--- config.mk ---
export PLATFORM = sky130hd
export DESIGN_NAME = instr_fetch_ctrl
export DESIGN_NICKNAME = d
export VERILOG_FILES = /design/src/rtl/instr_fetch_ctrl.sv
export SDC_FILE = /design/constraint.sdc
export NUM_CORES = 1
export LEC_CHECK = 0
export BUFFER_PORTS_ARGS = -buffer_cell sky130_fd_sc_hd__buf_2
export CAP_MARGIN = 0
export CELL_PAD_IN_SITES_DETAIL_PLACEMENT = 1
export CELL_PAD_IN_SITES_GLOBAL_PLACEMENT = 1
export CORE_UTILIZATION = 43
export CTS_CLUSTER_DIAMETER = 60
export DETAILED_ROUTE_END_ITERATION = 8
export PLACE_DENSITY = 0.9
export SLEW_MARGIN = 20
export SYNTH_ARGS = -nofsm -noshare
export SYNTH_HDL_FRONTEND = slang
export SYNTH_SLANG_ARGS = --single-unit
--- constraint.sdc ---
create_clock -name clk -period 2.3 [get_ports clk]
set_input_delay 0.46 -clock clk [delete_from_list [all_inputs] [get_ports clk]]
set_output_delay 0.46 -clock clk [all_outputs]
set_load 0.01 [all_outputs]
--- src/rtl/instr_fetch_ctrl.sv ---
// Instruction fetch sequencer: owns the program counter, prefetches into a
// 2-entry {pc, instr} buffer, hands instructions to decode over valid/ready,
// and handles redirects and halting.
//
// state     | meaning
// ----------+-----------------------------------------------------------
// S_RUN     | fetching; a push happens whenever the buffer has room
// S_HALTED  | no more pushes; the buffer keeps draining to decode
module instr_fetch_ctrl #(
  parameter int                  ADDR_W   = 12,
  parameter int                  INSTR_W  = 16,
  parameter logic [ADDR_W-1:0]   RESET_PC = 12'h000,
  parameter logic [INSTR_W-1:0]  HALT_OP  = 16'hFFFF
) (
  input  logic               clk,
  input  logic               rst_n,
  output logic [ADDR_W-1:0]  instr_addr,
  input  logic [INSTR_W-1:0] instr_in,
  input  logic               redirect_valid,
  input  logic [ADDR_W-1:0]  redirect_addr,
  input  logic               halt_req,
  output logic               out_valid,
  output logic [INSTR_W-1:0] out_instr,
  output logic [ADDR_W-1:0]  out_pc,
  input  logic               out_ready,
  output logic               halted
);

  typedef enum logic {
    S_RUN    = 1'b0,
    S_HALTED = 1'b1
  } state_e;

  state_e             state_q, state_d;
  logic [ADDR_W-1:0]  fetch_pc_q, fetch_pc_d;
  logic [ADDR_W-1:0]  pc_mem_q [2];
  logic [ADDR_W-1:0]  pc_mem_d [2];
  logic [INSTR_W-1:0] ins_mem_q [2];
  logic [INSTR_W-1:0] ins_mem_d [2];
  logic               head_q, head_d;
  logic [1:0]         count_q, count_d;
  logic               pop;
  logic               push;
  logic               tail;

  assign instr_addr = fetch_pc_q;
  assign out_valid  = (count_q != 2'd0);
  assign out_instr  = ins_mem_q[head_q];
  assign out_pc     = pc_mem_q[head_q];
  assign halted     = (state_q == S_HALTED) && (count_q == 2'd0);

  // Next-state: redirect wins, otherwise pop/push/halt bookkeeping.
  always_comb begin
    state_d    = state_q;
    fetch_pc_d = fetch_pc_q;
    head_d     = head_q;
    count_d    = count_q;
    pc_mem_d   = pc_mem_q;
    ins_mem_d  = ins_mem_q;

    pop  = out_valid && out_ready;
    // halt_req without a redirect suppresses the push in the same cycle.
    push = (state_q == S_RUN) && !redirect_valid && !halt_req &&
           ((count_q != 2'd2) || pop);
    // Free slot: head+count modulo 2; at count 2 with a pop it is the head slot.
    tail = head_q ^ count_q[0];

    if (redirect_valid) begin
      count_d    = 2'd0;
      head_d     = 1'b0;
      fetch_pc_d = redirect_addr;
      state_d    = halt_req ? S_HALTED : S_RUN;
    end else begin
      if ((state_q == S_RUN) && halt_req) begin
        state_d = S_HALTED;
      end
      if (pop) begin
        head_d = ~head_q;
      end
      if (push) begin
        pc_mem_d[tail]  = fetch_pc_q;
        ins_mem_d[tail] = instr_in;
        fetch_pc_d      = fetch_pc_q + ADDR_W'(1);
        if (instr_in == HALT_OP) begin
          state_d = S_HALTED;
        end
      end
      count_d = count_q + 2'(push) - 2'(pop);
    end
  end

  // State, program counter and prefetch buffer registers.
  always_ff @(posedge clk or negedge rst_n) begin
    if (!rst_n) begin
      state_q    <= S_RUN;
      fetch_pc_q <= RESET_PC;
      head_q     <= 1'b0;
      count_q    <= 2'd0;
      for (int i = 0; i < 2; i++) begin
        pc_mem_q[i]  <= '0;
        ins_mem_q[i] <= '0;
      end
    end else begin
      state_q    <= state_d;
      fetch_pc_q <= fetch_pc_d;
      head_q     <= head_d;
      count_q    <= count_d;
      pc_mem_q   <= pc_mem_d;
      ins_mem_q  <= ins_mem_d;
    end
  end

endmodule

==> results.sh <==
export IMPL_power_uw=4887
export IMPL_synth_xor_area_share_pct=1.031
export IMPL_synth_ff_type="dfrtp_1"
export IMPL_groute_usage_overall_pct=20.86
export IMPL_io_buffers=74
export IMPL_finalClockSkew_ns=0.008518
export IMPL_r2r_slack_ns=0.33
export IMPL_fin_crit_ns=2.063
export IMPL_antenna_found_initial=0
export IMPL_cts_tree="done"
export IMPL_fmax_ghz=0.4846
export IMPL_grt_max_degree=73
export IMPL_max_stage_delay_ns=0.40
export IMPL_post_cts_setup_buffer_count=0
export IMPL_synth_area_leaders="dfrtp_1, mux2_2, mux2_1"
export IMPL_gr_total_overflow=0
export IMPL_path_max_fanout=20
export IMPL_postRouteAntennaNets=0
export IMPL_worst_slew_pin_slew_ns=0.5479
export IMPL_ir_worst_vdd_v=0.0005554
export IMPL_worstPathArrival_ns=1.60
export IMPL_antennaDiodeCount=0
export IMPL_synth_edff_count=0
export IMPL_num_vias=2406
export IMPL_crit_required_ns=1.84
export IMPL_pin_count=75
export IMPL_drc=0
export IMPL_cp_end_kind="output port"
export IMPL_finalSetupViolCount=0
export IMPL_finalHoldViolations=0
export IMPL_post_cts_resized=0
export IMPL_grt_pass1_vias=2599
export IMPL_synth_area_leader_cell="dfrtp_1"
export IMPL_syn_num_nets=291
export IMPL_routabilityCongestion=0.8021
export IMPL_std_cell_rows=32
export IMPL_cts_root_buffer="clkbuf_8"
export IMPL_fp_dieArea_sq_mm=0.008266
export IMPL_clock_latency_ns=0.34
export IMPL_initial_utilization_pct=44.22
export IMPL_yosys_warnings=0
export IMPL_hp_class="in -> async"
export IMPL_synth_compound_area_share_pct=5.226
export IMPL_drv_cap=0
export IMPL_place_hpwl_mm=5.516
export IMPL_clk_pin_slew_worst_paths_ns=0.08
export IMPL_layout_worst_path_cycle_share_pct=89.72
export IMPL_path_class="reg -> out"
export IMPL_power_leakage_uw=0.001906
export IMPL_die_y_um=90.92
export IMPL_synthMuxAreaShare_pct=28.27
export IMPL_synth_top_family_by_area="multiplexers"
export IMPL_die_w_um=90.92
export IMPL_drt_total_wl_mm=7.860
export IMPL_drv_slew=0
export IMPL_wire_per_inst_um=17.86
export IMPL_reg2regPathDepth=5
export IMPL_startpoint_type="register"
export IMPL_hold_buffers=0
export IMPL_hold_ws_ns=0.08895
export IMPL_drive_gt1_share_pct=48.22
export IMPL_slew_limit_headroom_pct=63.34
export IMPL_tritoncts_num_buffers=9
export IMPL_clock_sinks=72
export IMPL_vias_per_cell=5.468
export IMPL_drtIter0Drc=135
export IMPL_power_density_mw_per_mm2=1198
export IMPL_synth_cell_area_sq_mm=0.003400
export IMPL_core_area_sq_mm=0.007687
export IMPL_layout_commonest_cell="buf_2"
export IMPL_outcome="finished clean"
export IMPL_critPathSlowestCell="dfrtp_1"
export IMPL_final_cell_mix="buf_2, dfrtp_1, mux2_2, mux2_1"
export IMPL_async_reset_ff_share_pct=100.0
export IMPL_syn_to_final_growth_pct=19.95
export IMPL_synthDistinctLibCells=39
export IMPL_cts_buffer_depth=2
export IMPL_finalSetupTns_ns=0
export IMPL_rsz0062_at_grt="false"
export IMPL_grt_pass1_wl_mm=13.30
export IMPL_htreeDepth=3
export IMPL_first_pass_iters=6
export IMPL_ys_seq_area_share_pct=53.00
export IMPL_netlist_instances=255
export IMPL_synth_top_area_share_pct=53.00
export IMPL_synth_fa_ha_area_share_pct=1.104
export IMPL_cp_cell_sequence="buf_4 -> mux2_2 -> buf_2"
export IMPL_yosys_area_share_simple_pct=7.582
export IMPL_fin_nets=369
export IMPL_synth_seq_cells=72
export IMPL_postSynthAreaPerCell_sq_um=13.33
==> per-layer routing <==
metal,wire (um),vias to the layer above,track usage [%]
met5,0,-,0
met3,354,8,5.303
li1,-,1091,-
met1,3329,1241,26.06
met2,4098,66,35.67
met4,78,0,6.085
==> state kept, by name (all words and copies together) (netlist names) <==
name        count
pc_mem_q       24
instr_addr     12
count_q         2
ins_mem_q      32
head_q          1
state_q         1
==> cell usage after synthesis, types with 2 or more instances <==
library cell,number
buf_6,3
nand3_1,7
inv_1,7
nor4_1,3
a221o_1,8
mux2_1,25
nor3_1,3
or2_2,3
ha_1,3
nor2_1,11
nand2_1,4
mux2_2,59
dfrtp_1,72
buf_4,3
nor3b_1,2
nand4_1,6
buf_1,3
xnor2_1,3
o311ai_0,3
o211ai_1,2
clkbuf_1,3
a31oi_1,5
==> per-stage QoR <==
step | utilization (%) | area, sq um | setup WS (ns) | cells
floorplan | - | 3400 | 0.1935 | 255
global route | 53.04 | 4078 | 0.1525 | 440
global placement | 50.26 | 3864 | 0.2535 | 424
finish | 53.04 | 4078 | 0.2365 | 440
detailed placement | 50.26 | 3864 | 0.2078 | 424
CTS | 53.04 | 4078 | 0.2143 | 440
==> logic make-up after synthesis <==
| family | count (synthesis) |
|---|---|
| AO/OA/AOI/OAI | 22 |
| XOR/XNOR | 4 |
| adder cells (fa/ha/maj) | 3 |
| buffers and inverters | 22 |
| flip-flops | 72 |
| multiplexers | 85 |
| AND/OR/NAND/NOR | 47 |
==> final timing paths <==
kind | from | to
max | head_q$_DFFE_PN0P_ | out_pc[11]
max in group asynchronous | rst_n | pc_mem_q[23]$_DFFE_PN0P_
min reg2reg | ins_mem_q[6]$_DFFE_PN0P_ | ins_mem_q[6]$_DFFE_PN0P_
min | rst_n | state_q$_DFF_PN0_
min in group clk | redirect_addr[9] | instr_addr[9]$_DFFE_PN0P_
max reg2reg | count_q[0]$_DFF_PN0_ | ins_mem_q[11]$_DFFE_PN0P_
==> layout make-up <==
| cell class | count | area (sq um) |
|---|---|---|
| sequential | 72 | 1802 |
| timing repair buffer | 81 | 435.4 |
| multi-input combinational | 161 | 1469 |
| clock inverter | 5 | 62.56 |
| fill | 802 | 3610 |
| inverter | 8 | 30.03 |
| clock buffer | 11 | 151.4 |
| tap | 102 | 127.6 |
==> power breakdown <==
| group | total [uW] | switching (uW) | leakage [uW] | internal, uW |
|---|---|---|---|---|
| sequential | 2060 | 283 | 0.000886 | 1770 |
| combinational | 1760 | 785 | 0.000918 | 980 |
| clock | 1060 | 497 | 0.000103 | 568 |
==> critical path, delay by kind of cell (launching register included) <==
kind                   cells  cell delay [ns]
buffers and inverters      2             0.47
flip-flops                 1             0.40
multiplexers               1             0.38
Power figures use the tool's default switching activity.
